===== src/rtl/dna_pkg.sv =====
// Shared types for the DNA alignment traceback slice.
//   dir_t      : direction codes held in the direction memory and emitted as ops.
//   tb_state_t : traceback controller states.
package dna_pkg;

  typedef enum logic [1:0] {
    STOP = 2'b00,
    DIAG = 2'b01,
    UP   = 2'b10,
    LEFT = 2'b11
  } dir_t;

  typedef enum logic [2:0] {
    IDLE,
    READ,
    WAIT,
    EMIT,
    DONE
  } tb_state_t;

endpackage


===== src/rtl/dna_traceback_unit_if.sv =====
// Bus between the traceback unit and its environment (sequencer, direction
// memory, op consumer).
//   traceback_n  : active-low phase enable (low = run traceback)
//   dir_rd_en    : direction-memory read strobe
//   dir_rd_addr  : read address i*(COLS+1)+j
//   dir_rd_data  : direction code, valid one cycle after dir_rd_en
//   op_valid/op_code/op_ready : alignment-op output handshake
//   ftraceback   : phase-done flag
// modport master = traceback unit side, slave = environment side.
interface dna_traceback_unit_if #(
  parameter int ADDR_W = 9
);
  logic              traceback_n;
  logic              dir_rd_en;
  logic [ADDR_W-1:0] dir_rd_addr;
  logic [1:0]        dir_rd_data;
  logic              op_valid;
  logic [1:0]        op_code;
  logic              op_ready;
  logic              ftraceback;

  modport master (
    input  traceback_n, dir_rd_data, op_ready,
    output dir_rd_en, dir_rd_addr, op_valid, op_code, ftraceback
  );

  modport slave (
    output traceback_n, dir_rd_data, op_ready,
    input  dir_rd_en, dir_rd_addr, op_valid, op_code, ftraceback
  );
endinterface


===== src/rtl/dna_traceback_unit_stats.sv =====
// tb_stats_cnt: counts accepted traceback ops per direction.
// Only instantiated when TB_STATS_EN is defined.
//   clk, reset : clock, async active-high reset
//   clr_i      : synchronous clear (start of a traceback)
//   inc_i      : an op was accepted this cycle
//   code_i     : direction of the accepted op
//   n_*_o      : per-direction counts
module tb_stats_cnt
  import dna_pkg::*;
#(
  parameter int W = 5
) (
  input  logic         clk,
  input  logic         reset,
  input  logic         clr_i,
  input  logic         inc_i,
  input  dir_t         code_i,
  output logic [W-1:0] n_diag_o,
  output logic [W-1:0] n_up_o,
  output logic [W-1:0] n_left_o
);
  logic [W-1:0] n_diag_q, n_up_q, n_left_q;

  always_ff @(posedge clk or posedge reset) begin
    if (reset) begin
      n_diag_q <= '0;
      n_up_q   <= '0;
      n_left_q <= '0;
    end else if (clr_i) begin
      n_diag_q <= '0;
      n_up_q   <= '0;
      n_left_q <= '0;
    end else if (inc_i) begin
      case (code_i)
        DIAG:    n_diag_q <= n_diag_q + 1'b1;
        UP:      n_up_q   <= n_up_q + 1'b1;
        LEFT:    n_left_q <= n_left_q + 1'b1;
        default: ;
      endcase
    end
  end

  assign n_diag_o = n_diag_q;
  assign n_up_o   = n_up_q;
  assign n_left_o = n_left_q;
endmodule


===== src/rtl/dna_traceback_unit.sv =====
// dna_traceback_unit: walks the direction matrix from (ROWS,COLS) back to
// (0,0), reading one direction code per step and emitting one alignment op
// per step (01 diag, 10 up, 11 left). Row 0 forces LEFT, column 0 forces UP.
// Ports:
//   clk, reset : clock, async active-high reset
//   bus        : dna_traceback_unit_if.master (phase enable, memory read,
//                op handshake, done flag)
//   n_diag/n_up/n_left : accepted-op counters, present only when
//                TB_STATS_EN is defined.
module dna_traceback_unit
  import dna_pkg::*;
#(
  parameter int ROWS   = 16,
  parameter int COLS   = 16,
  parameter int ADDR_W = 9
) (
  input  logic                      clk,
  input  logic                      reset,
  dna_traceback_unit_if.master      bus
`ifdef TB_STATS_EN
  ,
  output logic [$clog2(ROWS+COLS+1)-1:0] n_diag,
  output logic [$clog2(ROWS+COLS+1)-1:0] n_up,
  output logic [$clog2(ROWS+COLS+1)-1:0] n_left
`endif
);
  localparam int IW = $clog2(ROWS + 2);
  localparam int JW = $clog2(COLS + 2);

  tb_state_t         state_q;
  logic [IW-1:0]     i_q, i_d;
  logic [JW-1:0]     j_q, j_d;
  dir_t              code_q, code_d;
  logic              rd_en_q;
  logic [ADDR_W-1:0] addr_q;
  logic              valid_q;
  logic              ftb_q;
  logic              abort;
  logic              hs;

  function automatic logic [ADDR_W-1:0] addr_of(input logic [IW-1:0] i,
                                                input logic [JW-1:0] j);
    return ADDR_W'(i) * ADDR_W'(COLS + 1) + ADDR_W'(j);
  endfunction

  assign abort = bus.traceback_n;
  // valid_q is only ever set in EMIT; abort takes priority over acceptance
  assign hs    = valid_q & bus.op_ready & ~abort;

  always_comb begin
    code_d = dir_t'(bus.dir_rd_data);
    if (i_q == '0)      code_d = LEFT;
    else if (j_q == '0) code_d = UP;
    i_d = i_q;
    j_d = j_q;
    case (code_q)
      DIAG: begin
        i_d = i_q - 1'b1;
        j_d = j_q - 1'b1;
      end
      UP:      i_d = i_q - 1'b1;
      LEFT:    j_d = j_q - 1'b1;
      default: ;
    endcase
  end

  // The read strobe is a registered output, so the (0,0) check is made on
  // the transition that would enter READ; reaching (0,0) goes straight to
  // DONE without issuing a read.
  always_ff @(posedge clk or posedge reset) begin
    if (reset) begin
      state_q <= IDLE;
      i_q     <= '0;
      j_q     <= '0;
      code_q  <= STOP;
      rd_en_q <= 1'b0;
      addr_q  <= '0;
      valid_q <= 1'b0;
      ftb_q   <= 1'b0;
    end else begin
      rd_en_q <= 1'b0;
      case (state_q)
        IDLE: begin
          if (!bus.traceback_n) begin
            i_q <= IW'(ROWS);
            j_q <= JW'(COLS);
            if (ROWS == 0 && COLS == 0) begin
              state_q <= DONE;
              ftb_q   <= 1'b1;
            end else begin
              state_q <= READ;
              rd_en_q <= 1'b1;
              addr_q  <= addr_of(IW'(ROWS), JW'(COLS));
            end
          end
        end
        READ: state_q <= abort ? IDLE : WAIT;
        WAIT: begin
          if (abort) begin
            state_q <= IDLE;
          end else if (code_d == STOP) begin
            state_q <= DONE;
            ftb_q   <= 1'b1;
          end else begin
            code_q  <= code_d;
            valid_q <= 1'b1;
            state_q <= EMIT;
          end
        end
        EMIT: begin
          if (abort) begin
            valid_q <= 1'b0;
            state_q <= IDLE;
          end else if (hs) begin
            valid_q <= 1'b0;
            i_q     <= i_d;
            j_q     <= j_d;
            if (i_d == '0 && j_d == '0) begin
              state_q <= DONE;
              ftb_q   <= 1'b1;
            end else begin
              state_q <= READ;
              rd_en_q <= 1'b1;
              addr_q  <= addr_of(i_d, j_d);
            end
          end
        end
        DONE: begin
          if (bus.traceback_n) begin
            state_q <= IDLE;
            ftb_q   <= 1'b0;
          end
        end
        default: state_q <= IDLE;
      endcase
    end
  end

  assign bus.dir_rd_en   = rd_en_q;
  assign bus.dir_rd_addr = addr_q;
  assign bus.op_valid    = valid_q;
  assign bus.op_code     = code_q;
  assign bus.ftraceback  = ftb_q;

`ifdef TB_STATS_EN
  localparam int SW = $clog2(ROWS + COLS + 1);
  tb_stats_cnt #(.W(SW)) u_stats (
    .clk      (clk),
    .reset    (reset),
    .clr_i    (state_q == IDLE && !bus.traceback_n),
    .inc_i    (hs),
    .code_i   (code_q),
    .n_diag_o (n_diag),
    .n_up_o   (n_up),
    .n_left_o (n_left)
  );
`endif
endmodule


===== src/flat_wrapper.sv =====
// flat-port wrapper written by rule: the top's interface ports become plain ports
module dna_traceback_unit_flat import dna_pkg::*;
#(
  parameter int ROWS   = 16,
  parameter int COLS   = 16,
  parameter int ADDR_W = 9
)
  (clk, reset, bus_traceback_n, bus_dir_rd_data, bus_op_ready, bus_dir_rd_en, bus_dir_rd_addr, bus_op_valid, bus_op_code, bus_ftraceback);
  dna_traceback_unit_if #(.ADDR_W(ADDR_W)) bus_i ();
  input  logic clk;
  input  logic reset;
  input wire logic [$bits(bus_i.traceback_n)-1:0] bus_traceback_n;
  input wire logic [$bits(bus_i.dir_rd_data)-1:0] bus_dir_rd_data;
  input wire logic [$bits(bus_i.op_ready)-1:0] bus_op_ready;
  output wire logic [$bits(bus_i.dir_rd_en)-1:0] bus_dir_rd_en;
  output wire logic [$bits(bus_i.dir_rd_addr)-1:0] bus_dir_rd_addr;
  output wire logic [$bits(bus_i.op_valid)-1:0] bus_op_valid;
  output wire logic [$bits(bus_i.op_code)-1:0] bus_op_code;
  output wire logic [$bits(bus_i.ftraceback)-1:0] bus_ftraceback;
  assign bus_i.traceback_n = bus_traceback_n;
  assign bus_i.dir_rd_data = bus_dir_rd_data;
  assign bus_i.op_ready = bus_op_ready;
  assign bus_dir_rd_en = bus_i.dir_rd_en;
  assign bus_dir_rd_addr = bus_i.dir_rd_addr;
  assign bus_op_valid = bus_i.op_valid;
  assign bus_op_code = bus_i.op_code;
  assign bus_ftraceback = bus_i.ftraceback;
  dna_traceback_unit #(.ROWS(ROWS), .COLS(COLS), .ADDR_W(ADDR_W)) u_core (.clk(clk), .reset(reset), .bus(bus_i));
endmodule

===== config.mk =====
export PLATFORM = sky130hd
export DESIGN_NAME = dna_traceback_unit_flat
export DESIGN_NICKNAME = d
export VERILOG_FILES = /design/src/rtl/dna_pkg.sv /design/src/rtl/dna_traceback_unit_if.sv /design/src/rtl/dna_traceback_unit_stats.sv /design/src/rtl/dna_traceback_unit.sv /design/src/flat_wrapper.sv
export SDC_FILE = /design/constraint.sdc
export NUM_CORES = 1
export LEC_CHECK = 0
export CAP_MARGIN = 5
export CORE_ASPECT_RATIO = 1.5
export CORE_MARGIN = 2
export CORE_UTILIZATION = 60
export CTS_BUF_LIST = sky130_fd_sc_hd__clkbuf_8
export DETAILED_ROUTE_END_ITERATION = 6
export GPL_TIMING_DRIVEN = 0
export PLACE_DENSITY = 0.82
export SLEW_MARGIN = 25
export SYNTH_ARGS = -nofsm -noshare
export SYNTH_HDL_FRONTEND = slang
export SYNTH_SLANG_ARGS = --single-unit

===== constraint.sdc =====
create_clock -name clk -period 10.03 [get_ports clk]
set_input_delay 2.5075 -clock clk [delete_from_list [all_inputs] [get_ports clk]]
set_output_delay 2.5075 -clock clk [all_outputs]
set_load 0.02 [all_outputs]

Word level (Yosys, flattened, before mapping). Index checks and enable logic that the tools add are counted. W data, S select, Z words.

Flip-flop bits (word level): 27. Input bits: 6. Output and inout port bits: 14. Logic and storage cells: 93.

Add/subtract/negate cells: 3. $mul: 1. Equality and inequality tests: 17. Muxes and demuxes: 42. Bitwise gates (word level): 4. Reductions and logical operators: 18.

Operator list (count): $mux W9 (4); $mux W5 (7); $mux W3 (7); $logic_not A5 Y1 (4); $pmux W5 S2 (2); $pmux W9 S2 (1); $pmux W3 S5 (1); $mux W1 (14); $ne A2 B2 Y1 const B (6); $sub A5 B1 Y5 const B (2); $add A9 B5 Y9 (1); $mul A5 B5 Y9 const B (1); $reduce_and A4 Y1 (2); $reduce_and A7 Y1 (1); $eq A3 B2 Y1 const B (2); $mux W2 (3); $ne A2 B1 Y1 const B (3); $reduce_and A3 Y1 (2); $reduce_and A5 Y1 (1); $eq A2 B2 Y1 const B (2); $pmux W1 S2 (2); $reduce_bool A2 Y1 (2); $reduce_or A2 Y1 (2); $eq A3 B1 Y1 const B (1); other kinds (10) (12).

Longest topological paths before layout.
Depth after elaboration: 9. Gate-level depth with buffers: 16. Gate-level depth less buffers: 15.

Least setup slack after synthesis. No wires, ideal clock.

Path type: input-to-reg. From: input port bus_traceback_n. To: register u_core.addr_q[4] (netlist: u_core.bus.dir_rd_addr[4]). Library setup time: 0.079 ns. Data arrival time: 3.735 ns. Data required time: 9.951 ns. Setup slack: 6.215 ns. Stages on the path: 5. Buffers on the path: 2. Path through: clkbuf_1 nor3_1 and2_4 buf_6 mux2i_1.

Word-level cells in the longest chain between the ends: 4. Elaborated cells on any way between the ends: 6. Those cells by class: eq/ne: 3; bitwise: 2; reduce/logical: 1.

Ends and longest elaborated chain: from (decl) (RTL line flat_wrapper.sv:12) `input wire logic [$bits(bus_i.traceback_n)-1:0] bus_traceback_n;`; $not A1 Y1 (no source line); $and A1 B1 Y1 (RTL line dna_traceback_unit.sv:48) `assign hs = valid_q & bus.op_ready & ~abort;`; $ne A2 B1 Y1 (no source line); $reduce_and A5 Y1 (no source line) *; to (signal assigned) (RTL line dna_traceback_unit.sv:93) `addr_q <= addr_of(IW'(ROWS), JW'(COLS));`; to (signal assigned) (RTL line dna_traceback_unit.sv:124) `addr_q <= addr_of(i_d, j_d);`; to (decl) (RTL line dna_traceback_unit.sv:35) `logic [ADDR_W-1:0] addr_q;`.

Mark *: on every way between the ends. The rest lies on a longest branch, timed or not. A chain may end at the register's enable or synchronous reset.

Final worst setup path.
From: input port bus_op_ready. To: register u_core.addr_q[4] (netlist: u_core.bus.dir_rd_addr[4]).

Word-level cells in the longest chain between the ends: 4.

Ends and longest elaborated chain: from (decl) (RTL line flat_wrapper.sv:14) `input wire logic [$bits(bus_i.op_ready)-1:0] bus_op_ready;`; $and A1 B1 Y1 (2 in series) (RTL line dna_traceback_unit.sv:48); $ne A2 B1 Y1 (no source line); $reduce_and A5 Y1 (no source line).

No other way between the ends.

==> flow_metrics.py <==
metrics = {
    "synthesis": {
        "ys_async_sr_fraction_pct": 100,
        "synth.distinct_cells": 41,
        "yosysSeqAreaShare_pct": 35.8,
        "synth_edf_count": 0,
        "synth.net_count": 235,
        "synth_flop_cell": "dfrtp_1",
        "ys_ff_latch": 27,
        "synthCells": 208,
        "ys_warn_count": 0,
        "avgSynthCellArea_um2": 9.08,
        "synth_area_mm2": 0.00189,
    },
    "critical_path": {
        "r2r-start": "u_core.bus.op_code[0]$_DFFE_PP0P_",
        "critPathKind": "primary input to flip-flop",
        "r2r_cells": 15,
        "path_cells": "clkdlybuf4s50_1 -> nand2_1 -> nor3_1 -> and2_4 -> buf_6 -> mux2i_1",
        "reg2reg_setup_slack_ps": 6160,
        "cp_top_family": "simple AND/OR/NAND/NOR gates",
        "required_ps": 10250,
        "cp-start-kind": "primary input",
        "slowest_stage": "nor3_1",
        "worst-path-max-fanout": 10,
        "arrival_ps": 4470,
        "timing.rr.end": "u_core.bus.dir_rd_addr[8]$_DFFE_PP0P_",
        "endpoint_kind": "flip-flop",
        "max_stage_delay_ps": 690,
        "cp_num_buf_inv": 2,
    },
    "pwr": {
        "p_sw_w": 0.000396,
        "ir_worst_vdd_v": 0.000476,
        "pwr-share-clk_pct": 8.2,
        "p_int_w": 0.000420,
        "p_per_area_mw_per_mm2": 376,
        "combPwrFrac_pct": 74.4,
        "p_leak_nw": 0.934,
        "seqPwrFrac_pct": 17.4,
        "power_w": 0.000816,
        "swShare_pct": 48.5,
    },
    "min_path": {
        "whs_path_depth": 1,
        "whs_endpoint": "u_core.bus.ftraceback$_DFFE_PP0P_",
        "min_path_type": "flip-flop to flip-flop",
        "min_from": "u_core.bus.ftraceback$_DFFE_PP0P_",
    },
    "clock_network": {
        "root_buffer": "clkbuf_8",
        "h-tree-depth": 1,
        "post_cts_buffers": 0,
        "clock_path_buffers": 2,
        "cts.sinks": 27,
        "worstSkewPairLatency_ps": 280,
        "cts_tree": "built",
        "ctsHoldBuffers": 0,
        "clkTransAtPathRegs_ps": 110,
        "cts_buffers": 3,
        "cts_resized": 0,
    },
    "timing": {
        "hold_violations": 0,
        "fmax_mhz": 235,
        "period_minus_slack_ps": 4260,
        "final.setup_skew_ps": 12.0,
        "fin_ws_ps": 5770,
        "period_share_pct": 42.5,
        "setup_viol": 0,
        "slew_headroom_pct": 38.0,
        "final_max_slew_viol_count": 0,
        "final.setup.tns_ps": 0,
        "rsz0062_at_grt": "false",
        "worst_pin_slew_ps": 921,
    },
    "global_routing": {
        "grt_pass1_vias": 1638,
        "grt_pass1_wl_um": 7250,
        "grt_max_degree": 28,
        "grt_antenna_before_repair": 0,
        "overflow": 0,
        "grtUsageTotal_pct": 25.8,
    },
    "placement": {
        "gp_congestion": 0.849,
        "pre_cts_slack_ps": 5470,
        "hpwlAfterDp_um": 3310,
        "port_buffers": 18,
        "post_dp_cell_area_mm2": 0.00212,
    },
    "finish": {
        "final_util_pct": 73.6,
        "antenna_cells": 0,
        "nets": 258,
        "area_growth_pct": 14.8,
        "fin_area_mm2": 0.00217,
        "drive_above_1_share_pct": 5.65,
    },
    "die": {
        "die_x_um": 49.8,
        "dieArea_mm2": 0.00362,
        "fp.dieH_um": 72.7,
        "core_area_mm2": 0.00294,
        "start_util_pct": 64.2,
        "row_count": 24,
        "io_pins": 20,
    },
    "route": {
        "drtIter0Drc": 32,
        "wirelength_um": 4080,
        "wl_per_cell_um": 15.2,
        "remaining_drc_errors": 0,
        "drt_pass1_iterations": 4,
        "drt-vias-per-instance": 5.93,
        "detail-route-antenna-nets": 0,
        "vias": 1596,
    },
    "flow_run": {
        "maxCapViolCount": 0,
    },
    "outcome": {
        "outcome": "finished clean",
    },
}
-- power by group through the flow --
stage | Combinational, W | Clock [W] | Sequential (W)
floorplan | 0.000443 | 0 | 0.000151
global placement | 0.000575 | 0 | 0.000142
detailed placement | 0.000613 | 0 | 0.000144
CTS | 0.000616 | 0.0000674 | 0.000141
global route | 0.000683 | 0.0000715 | 0.000145
finish | 0.000607 | 0.0000670 | 0.000142
-- cell usage in the layout, fill, tap and decap left out, types with 2 or more instances in the layout --
cell type / count
nor2_1: 17
fa_1: 2
ha_1: 19
clkbuf_1: 4
mux2_2: 2
nor2b_1: 4
nand3b_1: 2
inv_1: 10
nand2b_1: 3
clkdlybuf4s50_1: 18
nor4b_1: 4
o21ai_0: 16
o21ai_1: 3
a21oi_1: 9
o21bai_1: 2
dfrtp_1: 27
a21o_1: 2
clkbuf_8: 3
or3_1: 4
nand2_1: 26
xor2_1: 4
nor3_1: 3
nor4_1: 2
nand3_1: 7
mux2i_1: 8
buf_2: 2
xnor2_1: 9
-- worst register-to-register path, stage by stage, from the launching register on --
cell	delay, ps
dfrtp_1	500
ha_1	340
buf_2	180
nor4b_1	380
xnor2_1	210
inv_1	110
ha_1	330
ha_1	220
fa_1	460
ha_1	350
nand2_1	60
o21ai_0	210
o21ai_0	130
xnor2_1	130
nor2_1	90
mux2i_1	70
-- logic make-up (layout without fill, tap and decap cells) --
| family | Yosys count | after routing | share of synthesized area [%] |
|---|---|---|---|
| compound gates | 42 | 42 | 13.4 |
| xor+xnor | 13 | 13 | 6.03 |
| fa+ha+maj | 21 | 21 | 14.7 |
| buf+inv | 18 | 40 | 4.11 |
| flops | 27 | 27 | 35.8 |
| mux | 10 | 10 | 5.43 |
| simple gates | 77 | 77 | 20.5 |
-- sequential cells by signal, summed over array words and instances (netlist names) --
register / count
u_core.bus.ftraceback: 1
u_core.bus.dir_rd_en: 1
u_core.j_q: 5
u_core.bus.op_code: 2
u_core.bus.dir_rd_addr: 9
u_core.state_q: 3
u_core.i_q: 5
u_core.bus.op_valid: 1
-- layer usage --
metal	vias to the layer above	wire length [um]	GRT usage (%)
met3	11	87	1.43
met2	32	2230	48.3
met5	-	0	0
met4	0	116	11.4
li1	773	-	-
met1	780	1650	29.8
-- metrics by stage --
stage / cells / hold WS [ps]
floorplan: 208 / 517
global placement: 265 / 487
detailed placement: 265 / 502
CTS: 269 / 529
global route: 269 / 536
finish: 269 / 521
-- cell usage after synthesis, types with 3 or more instances --
cell | count | area, um2
xor2_1 | 4 | 35.0
nor4b_1 | 4 | 35.0
mux2i_1 | 8 | 80.1
o21ai_1 | 3 | 15.0
dfrtp_1 | 27 | 676
nand2_1 | 26 | 97.6
inv_1 | 11 | 41.3
nor2_1 | 17 | 63.8
nand3_1 | 7 | 35.0
nor3_1 | 3 | 15.0
ha_1 | 19 | 238
nand2b_1 | 3 | 18.8
a21oi_1 | 9 | 45.0
o21ai_0 | 16 | 80.1
xnor2_1 | 9 | 78.8
clkbuf_1 | 4 | 15.0
nor2b_1 | 4 | 25.0
or3_1 | 4 | 25.0
-- how the worst max path moves through the flow --
stage / start / to / slack [ps] / cells past startpoint
6_report: bus_op_ready / u_core.bus.dir_rd_addr[4]$_DFFE_PP0P_ / 5770 / 6
5_1_grt: bus_op_ready / u_core.i_q[0]$_DFFE_PP0P_ / 5570 / 6
4_1_cts: bus_op_ready / u_core.bus.dir_rd_addr[2]$_DFFE_PP0P_ / 5780 / 6
3_5_place_dp: bus_op_ready / u_core.bus.dir_rd_addr[3]$_DFFE_PP0P_ / 5470 / 6
3_3_place_gp: bus_op_ready / u_core.bus.dir_rd_addr[3]$_DFFE_PP0P_ / 5570 / 6
2_1_floorplan: bus_traceback_n / u_core.bus.dir_rd_addr[4]$_DFFE_PP0P_ / 6220 / 5
-- cell type report --
type	instances	area [um2]
clock inverters	1	8.76
inverters	11	41.3
flip-flops and latches	27	676
well taps	39	48.8
multi-input cells	163	1130
plain buffers	7	36.3
repair buffers	18	180
fillers	245	776
clock buffers	3	41.3
No activity file was read; power rests on OpenSTA's default activity.
